<file path="src/rtl/bus_if_pkg.sv">
// Shared encodings for the pipeline-to-memory access initiator: FSM states,
// strobe polarity and read/write direction.
package bus_if_pkg;

  localparam int REGION_W = 3;

  localparam logic ENABLE_  = 1'b0;
  localparam logic DISABLE_ = 1'b1;
  localparam logic READ     = 1'b1;
  localparam logic WRITE    = 1'b0;

  typedef enum logic [1:0] {
    BUS_IF_STATE_IDLE   = 2'h0,
    BUS_IF_STATE_REQ    = 2'h1,
    BUS_IF_STATE_ACCESS = 2'h2,
    BUS_IF_STATE_STALL  = 2'h3
  } bus_if_state_e;

  function automatic logic region_hit(input logic [REGION_W-1:0] region,
                                      input logic [REGION_W-1:0] sel);
    return (region == sel);
  endfunction

endpackage

</file>
<file path="src/rtl/bus_if.sv">
// Per-stage memory access initiator: zero-wait scratch-pad port or a
// request/grant/strobe/ready transaction on the shared external bus.
module bus_if
  import bus_if_pkg::*;
#(
  parameter int                  ADDR_W     = 30,
  parameter int                  SPM_ADDR_W = 12,
  parameter logic [REGION_W-1:0] SPM_REGION = 3'b011
) (
  input  logic                  clk,
  input  logic                  reset_,
  input  logic                  stall,
  input  logic                  flush,
  input  logic [ADDR_W-1:0]     addr,
  input  logic                  as_,
  input  logic                  rw,
  input  logic [31:0]           wr_data,
  output logic [31:0]           rd_data,
  output logic                  busy,
  output logic [SPM_ADDR_W-1:0] spm_addr,
  output logic                  spm_as_,
  output logic                  spm_rw,
  output logic [31:0]           spm_wr_data,
  input  logic [31:0]           spm_rd_data,
  output logic                  bus_req_,
  input  logic                  bus_grnt_,
  output logic [ADDR_W-1:0]     bus_addr,
  output logic                  bus_as_,
  output logic                  bus_rw,
  output logic [31:0]           bus_wr_data,
  input  logic [31:0]           bus_rd_data,
  input  logic                  bus_rdy_
);

  bus_if_state_e     state_q, state_d;
  logic              bus_req_q, bus_req_d;
  logic              bus_as_q, bus_as_d;
  logic [ADDR_W-1:0] bus_addr_q, bus_addr_d;
  logic              bus_rw_q, bus_rw_d;
  logic [31:0]       bus_wr_data_q, bus_wr_data_d;
  logic [31:0]       rd_buf_q, rd_buf_d;

  logic spm_hit_s;
  logic req_s;

  assign spm_hit_s = region_hit(addr[ADDR_W-1:ADDR_W-REGION_W], SPM_REGION);
  assign req_s     = (as_ == ENABLE_) && !flush;

  assign bus_req_    = bus_req_q;
  assign bus_as_     = bus_as_q;
  assign bus_addr    = bus_addr_q;
  assign bus_rw      = bus_rw_q;
  assign bus_wr_data = bus_wr_data_q;

  // Next-state, bus register updates and combinational stage/scratch-pad outputs.
  always_comb begin
    state_d       = state_q;
    bus_req_d     = bus_req_q;
    bus_as_d      = bus_as_q;
    bus_addr_d    = bus_addr_q;
    bus_rw_d      = bus_rw_q;
    bus_wr_data_d = bus_wr_data_q;
    rd_buf_d      = rd_buf_q;
    rd_data       = rd_buf_q;
    busy          = 1'b0;
    spm_as_       = DISABLE_;
    spm_addr      = addr[SPM_ADDR_W-1:0];
    spm_rw        = rw;
    spm_wr_data   = wr_data;

    case (state_q)
      BUS_IF_STATE_IDLE: begin
        if (spm_hit_s) begin
          rd_data = spm_rd_data;
          if (req_s) begin
            spm_as_ = ENABLE_;
          end else begin
            spm_as_ = DISABLE_;
          end
        end else if (req_s) begin
          bus_addr_d    = addr;
          bus_rw_d      = rw;
          bus_wr_data_d = wr_data;
          bus_req_d     = ENABLE_;
          busy          = 1'b1;
          state_d       = BUS_IF_STATE_REQ;
        end else begin
          state_d = BUS_IF_STATE_IDLE;
        end
      end
      BUS_IF_STATE_REQ: begin
        busy = 1'b1;
        if (bus_grnt_ == ENABLE_) begin
          bus_as_d = ENABLE_;
          state_d  = BUS_IF_STATE_ACCESS;
        end else begin
          state_d = BUS_IF_STATE_REQ;
        end
      end
      BUS_IF_STATE_ACCESS: begin
        // Strobe is a single-cycle pulse regardless of how long ready takes.
        bus_as_d = DISABLE_;
        busy     = (bus_rdy_ != ENABLE_);
        if (bus_rdy_ == ENABLE_) begin
          rd_data   = bus_rd_data;
          bus_req_d = DISABLE_;
          if (bus_rw_q == READ) begin
            rd_buf_d = bus_rd_data;
          end else begin
            rd_buf_d = rd_buf_q;
          end
          if (stall) begin
            state_d = BUS_IF_STATE_STALL;
          end else begin
            state_d = BUS_IF_STATE_IDLE;
          end
        end else begin
          state_d = BUS_IF_STATE_ACCESS;
        end
      end
      BUS_IF_STATE_STALL: begin
        // Completed data is held here so the stalled stage still sees it.
        if (!stall) begin
          state_d = BUS_IF_STATE_IDLE;
        end else begin
          state_d = BUS_IF_STATE_STALL;
        end
      end
      default: begin
        state_d = BUS_IF_STATE_IDLE;
      end
    endcase
  end

  // State and bus master register bank.
  always_ff @(posedge clk or negedge reset_) begin
    if (!reset_) begin
      state_q       <= BUS_IF_STATE_IDLE;
      bus_req_q     <= DISABLE_;
      bus_as_q      <= DISABLE_;
      bus_addr_q    <= {ADDR_W{1'b0}};
      bus_rw_q      <= READ;
      bus_wr_data_q <= 32'h0000_0000;
      rd_buf_q      <= 32'h0000_0000;
    end else begin
      state_q       <= state_d;
      bus_req_q     <= bus_req_d;
      bus_as_q      <= bus_as_d;
      bus_addr_q    <= bus_addr_d;
      bus_rw_q      <= bus_rw_d;
      bus_wr_data_q <= bus_wr_data_d;
      rd_buf_q      <= rd_buf_d;
    end
  end

endmodule

</file>
<file path="config.mk">
export PLATFORM = sky130hd
export DESIGN_NAME = bus_if
export DESIGN_NICKNAME = d
export VERILOG_FILES = /design/src/rtl/bus_if_pkg.sv /design/src/rtl/bus_if.sv
export SDC_FILE = /design/constraint.sdc
export NUM_CORES = 1
export LEC_CHECK = 0
export ABC_CLOCK_PERIOD_IN_PS = 5000
export CAP_MARGIN = 20
export CORE_MARGIN = 10
export CORE_UTILIZATION = 41
export CTS_CLUSTER_SIZE = 12
export DETAILED_ROUTE_END_ITERATION = 8
export PLACE_DENSITY = 0.95
export SKIP_LAST_GASP = 1
export SLEW_MARGIN = 10
export SYNTH_ARGS = -nofsm -noshare
export SYNTH_HDL_FRONTEND = slang
export SYNTH_SLANG_ARGS = --single-unit
export TNS_END_PERCENT = 10
</file>
<file path="constraint.sdc">
create_clock -name clk -period 5 [get_ports clk]
set_input_delay 1 -clock clk [delete_from_list [all_inputs] [get_ports clk]]
set_output_delay 1 -clock clk [all_outputs]
set_load 0.01 [all_outputs]
</file>
Word-level counts from Yosys, hierarchy flattened
Index checks and enable logic that the tools add are counted.
{"block": "word_totals", "reg_bits": 99, "latch_bits": 0, "mem_bits_rw": 0, "mem_bits_ro": 0, "input_bits": 134, "output_inout_bits": 144, "wordCells": 48, "n_memories": 0}
{"block": "classes", "add_sub_neg": 0, "mul": 0, "div": 0, "magnitude_cmp": 0, "n_eq_ne": 8, "shift": 0, "muxes": 21, "bitwise_logic": 3, "reduce_logical": 9}
{"op": "$mux W32", "count": 2}
{"op": "$pmux W32 S2", "count": 1}
{"op": "$mux W1", "count": 10}
{"op": "$mux W2", "count": 4}
{"op": "$ne A2 B2 Y1 const B", "count": 4}
{"op": "$pmux W2 S4", "count": 1}
{"op": "$reduce_and A3 Y1", "count": 2}
{"op": "$eq A2 B2 Y1 const B", "count": 2}
{"op": "$pmux W1 S2", "count": 2}
{"op": "$reduce_and A4 Y1", "count": 1}
{"op": "$reduce_bool A2 Y1", "count": 2}
{"op": "$eq A3 B2 Y1 const B", "count": 1}
{"op": "$not A1 Y1", "count": 3}
{"op": "$pmux W1 S3", "count": 1}
{"op": "$eq A2 B1 Y1 const B", "count": 1}
{"op": "$logic_not A2 Y1", "count": 1}
{"op": "$reduce_and A2 Y1", "count": 1}
{"op": "$logic_and A1 B1 Y1", "count": 1}
{"op": "$logic_not A1 Y1", "count": 1}

Longest topological paths before layout
Gate-level depths: netlist of run 1.
{"block": "depth", "word_depth": 5, "mapped_depth": 5}

Least setup slack after synthesis of run 1
Ideal clock, no wire load.
{"block": "synth_path", "path_type": "input port to output port", "start": "input addr[29]", "end": "output rd_data[0]", "arrival_time_ns": 2.066, "required_time_ns": 4.000, "path_slack_ns": 1.934, "stages": 4, "n_path_buf": 1, "path_cell_list": "nand3b_1 nor3_1 clkbuf_1 a221o_1"}
{"block": "synth_between", "elab_chain_len": 3}
{"item": "from (decl)", "line": "bus_if.sv:14", "text": "input logic [ADDR_W-1:0] addr,"}
{"item": "$eq A3 B2 Y1", "line": "bus_if_pkg.sv:21", "text": "return (region == sel);"}
{"item": "$mux W32", "line": "bus_if.sv:73", "text": "if (spm_hit_s) begin"}
{"item": "$pmux W32 S2", "line": "bus_if.sv:71", "text": "case (state_q)"}
{"item": "to (decl)", "line": "bus_if.sv:18", "text": "output logic [31:0] rd_data,"}
No other way between the ends.

Worst setup path after layout of run 1
{"block": "layout_path", "start": "input addr[29]", "end": "output rd_data[25]"}
Same word-level chain as after synthesis.

==> results of run 1 <==
final timing paths:
path	start	end	slack [ns]	cells after the start
max	addr[29]	rd_data[25]	0.58	5
min	bus_addr[29]	bus_addr[29]	0.50	1
max reg2reg	state_q[1]	rd_buf_q[4]	2.32	5
min reg2reg	bus_addr[29]	bus_addr[29]	0.50	1
max in group asynchronous	reset_	bus_wr_data[11]	3.23	2
min in group asynchronous	reset_	bus_wr_data[26]	0.68	1
through the flow:
| step | utilization (%) | power, mW | cell area, µm² | setup slack, ns |
|---|---|---|---|---|
| after floorplan | - | 2.43 | 4740 | 1.93 |
| final | 66.9 | 4.39 | 7600 | 0.581 |
| after CTS | 66.9 | 4.45 | 7600 | 0.605 |
| after global placement | 64.0 | 3.59 | 7270 | 0.742 |
| after detailed placement | 64.0 | 3.69 | 7270 | 0.611 |
| after global routing | 66.9 | 4.65 | 7600 | 0.512 |
routing by layer:
layer / wire, µm / global-route usage, % / part of all wire, %
met5: 0 / 0 / 0
met4: 153 / 3.82 / 0.98
met3: 1700 / 8.73 / 11
met2: 8240 / 33.8 / 53
met1: 5530 / 18.2 / 35
cell type report:
cell class                      count  area, µm²
Clock buffer                       12        256
Clock inverter                      4       72.6
Fill cell                         846       3770
Inverter                            1       3.75
Multi-Input combinational cell    190       1800
Sequential cell                    99       2480
Tap cell                          143        179
Timing Repair Buffer              282       2810
flip-flops by register name (all words and copies together), names as in the netlist:
| register | flops |
|---|---|
| bus_wr_data | 32 |
| rd_buf_q | 32 |
| bus_rw | 1 |
| state_q | 2 |
| bus_req_ | 1 |
| bus_addr | 30 |
| bus_as_ | 1 |
cells by family (layout without fill, tap and decap cells):
logic type,Yosys count,count (layout)
buffers and inverters,67,299
DFF,99,99
AOI/OAI and AO/OA,43,43
and+or+nand+nor,54,54
muxes,93,93
power groups by stage:
stage / Sequential (mW) / Clock [mW] / Combinational, mW
after floorplan: 1.54 / 0 / 0.891
after global placement: 1.46 / 0 / 2.13
after detailed placement: 1.49 / 0 / 2.20
after CTS: 1.47 / 0.766 / 2.21
after global routing: 1.53 / 0.799 / 2.32
final: 1.47 / 0.747 / 2.17
cell usage after synthesis (all sizes together):
master	instances	area share [%]
nand2	7	0.55
or4	1	0.24
mux2	93	22
o211ai	1	0.16
a32oi	1	0.18
a21oi	2	0.21
dfstp	3	1.7
nor3b	1	0.26
dfrtp	96	51
clkbuf	11	0.90
and2	33	4.4
nor2	5	0.74
a22oi	1	0.16
buf	55	9.1
o21ai	3	0.32
and3b	1	0.18
o22a	2	0.37
nand3b	1	0.16
a22o	1	0.18
inv	1	0.079
nor2b	1	0.13
nor3	1	0.11
nand2b	2	0.26
nor4	1	0.13
a221o	32	6.8
==> impl_metrics.py, run 1 <==
metrics = {
    "clocking": {
        "h-tree-depth": 3,
        "clk_path_buf_depth": 2,
        "cts_tree": "built",
        "post_cts_resized": 0,
        "numCtsBuffers": 9,
        "post_cts.repair.setup_buffers": 0,
        "cts_root_buf": "clkbuf_16",
        "cts.sinks": 99,
        "path_clk_slew_ns": 0.06,
        "insertion_delay_ns": 0.33,
        "hold_buffers": 0,
    },
    "synth": {
        "synth.cell_area_um2": 4740,
        "synthXorXnorAreaFrac_pct": 0,
        "synth_adder_area_share_pct": 0,
        "yosys_warnings": 0,
        "synthMuxAreaShare_pct": 22.1,
        "synth_compound_area_share_pct": 8.34,
        "ys_types": 30,
        "synth_cells": 356,
        "synth_top_family_by_area": "multiplexers",
        "synth_nets": 490,
        "ys_seq_area_share_pct": 52.3,
        "synth_area_per_cell_um2": 13.3,
        "synthSimpleGateAreaFrac_pct": 7.13,
        "synth-seq-cells": 99,
    },
    "finish": {
        "final_common_cell": "clkdlybuf4s50_1",
        "fin_cells": 731,
        "diodes": 0,
        "layout-drive-gt1-share_pct": 20.6,
        "fin_nets": 717,
        "final_cell_mix": "276 x clkdlybuf4s50_1, 96 x dfrtp_1, 92 x mux2_2",
        "area_growth_syn_to_layout_pct": 60.4,
    },
    "flow_run": {
        "cap_violations": 0,
    },
    "timing": {
        "fin_crit_ns": 4.42,
        "post-route-period-util_pct": 88.4,
        "clock-skew-final_ns": 0.00781,
        "hold_viol_final": 0,
        "tightest_slew_ns": 1.00,
        "rsz0062_at_grt": "no",
        "slew_viol_final": 0,
        "setup_viol": 0,
        "slew_headroom_pct": 33.3,
        "tns_ns": 0,
        "timing.fmax_ghz": 0.226,
        "holdWs_ns": 0.502,
    },
    "power_and_ir_drop": {
        "power.leakage_nw": 3.09,
        "p_switching_mw": 1.35,
        "p_clk_share_pct": 17.0,
        "p_seq_share_pct": 33.6,
        "switching_share_pct": 30.7,
        "power_density_nw_per_um2": 577,
        "comb_power_share_pct": 49.4,
        "vdd_ir_drop_max_uv": 295,
        "p_int_mw": 3.04,
    },
    "die": {
        "io_pins": 278,
        "dieArea_um2": 16300,
        "fp.coreArea_um2": 11400,
        "die_y_um": 128,
        "fp-row-count": 39,
        "die_w_um": 128,
        "start_util_pct": 41.7,
    },
    "critical_path": {
        "crit_buf_inv": 2,
        "path_cells": "clkdlybuf4s50_1, and3b_1, a21oi_4, a221o_1, clkdlybuf4s50_1",
        "cpPeakStageDelay_ns": 0.77,
        "crit_required_ns": 4.00,
        "start_kind": "input pin",
        "cp_max_fo": 32,
        "crit_top_cell": "clkdlybuf4s50_1",
        "critical_path_class": "in2out",
        "arrival_ns": 3.42,
        "slowest_stage": "a21oi_4",
        "cp-end-kind": "output port",
        "path_delay_family": "buffers and inverters",
    },
    "detailed_routing": {
        "firstDrtPassIters": 4,
        "vias": 3675,
        "wirelength_um": 15600,
        "avgRoutedWirePerCell_um": 21.4,
        "ant_nets": 0,
        "drc": 0,
        "vias_per_cell": 5.03,
        "drt_iter0_drc": 175,
    },
    "run_status": {
        "status": "completed",
    },
    "place": {
        "place_congestion": 0.870,
        "placed_cells": 715,
        "portBuffers": 277,
        "hpwl_um": 12700,
    },
    "grt": {
        "grt_usage_pct": 18.3,
        "grt_pass1_vias": 4282,
        "antenna_found_initial": 0,
        "grt_pass1_wl_um": 23900,
        "grt_max_degree": 63,
        "grt.overflow.total": 0,
    },
    "min_path": {
        "worst_hold_path_type": "reg2reg",
    },
}
No activity file was read; power rests on OpenSTA's default activity.
==> inputs of run 2 (changes only) <==
--- a/config.mk
+++ b/config.mk
@@ -6,10 +6,8 @@
 export NUM_CORES = 1
 export LEC_CHECK = 0
 export ABC_CLOCK_PERIOD_IN_PS = 5000
-export CAP_MARGIN = 20
 export CORE_MARGIN = 10
 export CORE_UTILIZATION = 41
-export CTS_CLUSTER_SIZE = 12
 export DETAILED_ROUTE_END_ITERATION = 8
 export PLACE_DENSITY = 0.95
 export SKIP_LAST_GASP = 1
==> results of run 2 <==
The final DEF is identical to that of run 1; final timing and power are the same.
==> inputs of run 3 (changes only) <==
--- a/config.mk
+++ b/config.mk
@@ -5,11 +5,11 @@
 export SDC_FILE = /design/constraint.sdc
 export NUM_CORES = 1
 export LEC_CHECK = 0
-export ABC_CLOCK_PERIOD_IN_PS = 5000
+export ABC_CLOCK_PERIOD_IN_PS = 4430
 export CORE_MARGIN = 10
-export CORE_UTILIZATION = 41
+export CORE_UTILIZATION = 38
 export DETAILED_ROUTE_END_ITERATION = 8
-export PLACE_DENSITY = 0.95
+export PLACE_DENSITY = 0.9
 export SKIP_LAST_GASP = 1
 export SLEW_MARGIN = 10
 export SYNTH_ARGS = -nofsm -noshare
==> constraint.sdc (replaced) <==
create_clock -name clk -period 4.43 [get_ports clk]
set_input_delay 0.886 -clock clk [delete_from_list [all_inputs] [get_ports clk]]
set_output_delay 0.886 -clock clk [all_outputs]
set_load 0.01 [all_outputs]
==> impl_metrics.py, run 3 (synthesized netlist as in run 1, its figures left out) <==
metrics = {
    "run_status": {
        "status": "completed",
    },
    "critical_path": {
        "timing.rr.start": "state_q[1]",
        "arrival_ns": 3.13,
        "cp_max_fo": 27,
        "crit_path_start": "addr[29]",
        "start_kind": "input pin",
        "critical_path_class": "in2out",
        "slowest_stage": "clkdlybuf4s50_1",
        "crit_top_cell": "clkdlybuf4s50_1",
        "crit_buf_inv": 3,
        "crit_required_ns": 3.54,
        "path_delay_family": "buffers and inverters",
        "path_cells": "clkdlybuf4s50_1, and3b_1, a21oi_2, buf_4, a221o_1, clkdlybuf4s50_1",
        "cp-end-kind": "output port",
        "cpPeakStageDelay_ns": 0.55,
    },
    "finish": {
        "final_common_cell": "clkdlybuf4s50_1",
        "fin_nets": 719,
        "fin_cells": 758,
        "final_cell_mix": "276 x clkdlybuf4s50_1, 96 x dfrtp_1, 92 x mux2_2",
        "diodes": 0,
        "fill_cells": 958,
        "area_growth_syn_to_layout_pct": 60.3,
        "layout-drive-gt1-share_pct": 20.5,
    },
    "place": {
        "hpwl_um": 12300,
        "place_congestion": 0.877,
        "placed_cells": 742,
        "portBuffers": 277,
        "place_ws_ns": 0.391,
    },
    "clocking": {
        "numCtsBuffers": 9,
        "insertion_delay_ns": 0.34,
        "post_cts.repair.setup_buffers": 0,
        "path_clk_slew_ns": 0.06,
        "cts_root_buf": "clkbuf_16",
        "hold_buffers": 0,
        "cts_tree": "built",
        "cts.sinks": 99,
        "post_cts_resized": 0,
        "h-tree-depth": 3,
        "clk_path_buf_depth": 2,
    },
    "grt": {
        "grt_usage_pct": 17.2,
        "met2_usage_pct": 31.0,
        "grt_pass1_wl_um": 23900,
        "antenna_found_initial": 0,
        "use_met1_pct": 17.6,
        "grt.overflow.total": 0,
        "grt_pass1_vias": 4187,
        "grt_use_met3_pct": 7.05,
        "grt_max_degree": 77,
        "grt.busiest_layer": "met2",
    },
    "detailed_routing": {
        "avgRoutedWirePerCell_um": 19.9,
        "drt_iter0_drc": 126,
        "wirelength_um": 15100,
        "vias": 3688,
        "vias_per_cell": 4.87,
        "drc": 0,
        "firstDrtPassIters": 4,
        "ant_nets": 0,
    },
    "timing": {
        "setup_ws_ns": 0.411,
        "rsz0062_at_grt": "no",
        "tightest_slew_ns": 0.938,
        "slew_headroom_pct": 37.5,
        "timing.fmax_ghz": 0.249,
        "tns_ns": 0,
        "hold_viol_final": 0,
        "clock-skew-final_ns": 0.0106,
        "post-route-period-util_pct": 90.7,
        "holdWs_ns": 0.496,
        "setup_viol": 0,
        "fin_crit_ns": 4.02,
        "slew_viol_final": 0,
    },
    "power_and_ir_drop": {
        "power_density_nw_per_um2": 633,
        "vdd_ir_drop_max_uv": 329,
        "design_power_total_mw": 4.81,
        "power.leakage_nw": 3.08,
    },
    "die": {
        "dieArea_um2": 17300,
        "die_y_um": 132,
        "die_w_um": 132,
        "fp-row-count": 40,
        "fp.coreArea_um2": 12100,
        "io_pins": 278,
        "start_util_pct": 39.1,
    },
    "min_path": {
        "worst_hold_path_type": "reg2reg",
        "hp-start": "bus_addr[27]",
    },
    "flow_run": {
        "cap_violations": 0,
    },
}
run 3: layout make-up:
class	count	area (µm²)	share of cell area, %
timing repair buffer	284	2840	37.3
sequential	99	2480	32.6
multi-input combinational	190	1800	23.6
clock buffer	14	264	3.47
tap	168	210	2.77
clock inverter	2	10.0	0.132
inverter	1	3.75	0.0494
run 3: final timing paths:
| check | endpoint | slack, ns | depth (start not counted) |
|---|---|---|---|
| max | rd_data[6] | 0.41 | 6 |
| min in group asynchronous | bus_wr_data[23] | 0.69 | 1 |
| min | bus_addr[27] | 0.50 | 1 |
| max reg2reg | rd_buf_q[20] | 2.17 | 5 |
| max in group asynchronous | bus_rw | 2.80 | 2 |
| min reg2reg | bus_addr[27] | 0.50 | 1 |
run 3: layer usage:
layer  share of wire (%)  vias to the layer above
met1                  36                     1804
met2                  53                      158
met4                 1.5                        0
met5                   0                        -
li1                    -                     1710
met3                 9.2                       16
run 3: power breakdown:
part | switching (mW) | total (mW) | internal, mW
Clock | 0.306 | 0.716 | 0.410
Sequential | 0.283 | 1.66 | 1.37
Combinational | 0.899 | 2.44 | 1.54
Total | 1.49 | 4.81 | 3.32
run 3: per-stage QoR:
stage / utilization, % / instance area [µm²]
after floorplan: - / 4740
after CTS: 62.7 / 7600
after global placement: 60.5 / 7330
after global routing: 62.7 / 7600
final: 62.7 / 7600
after detailed placement: 60.5 / 7330
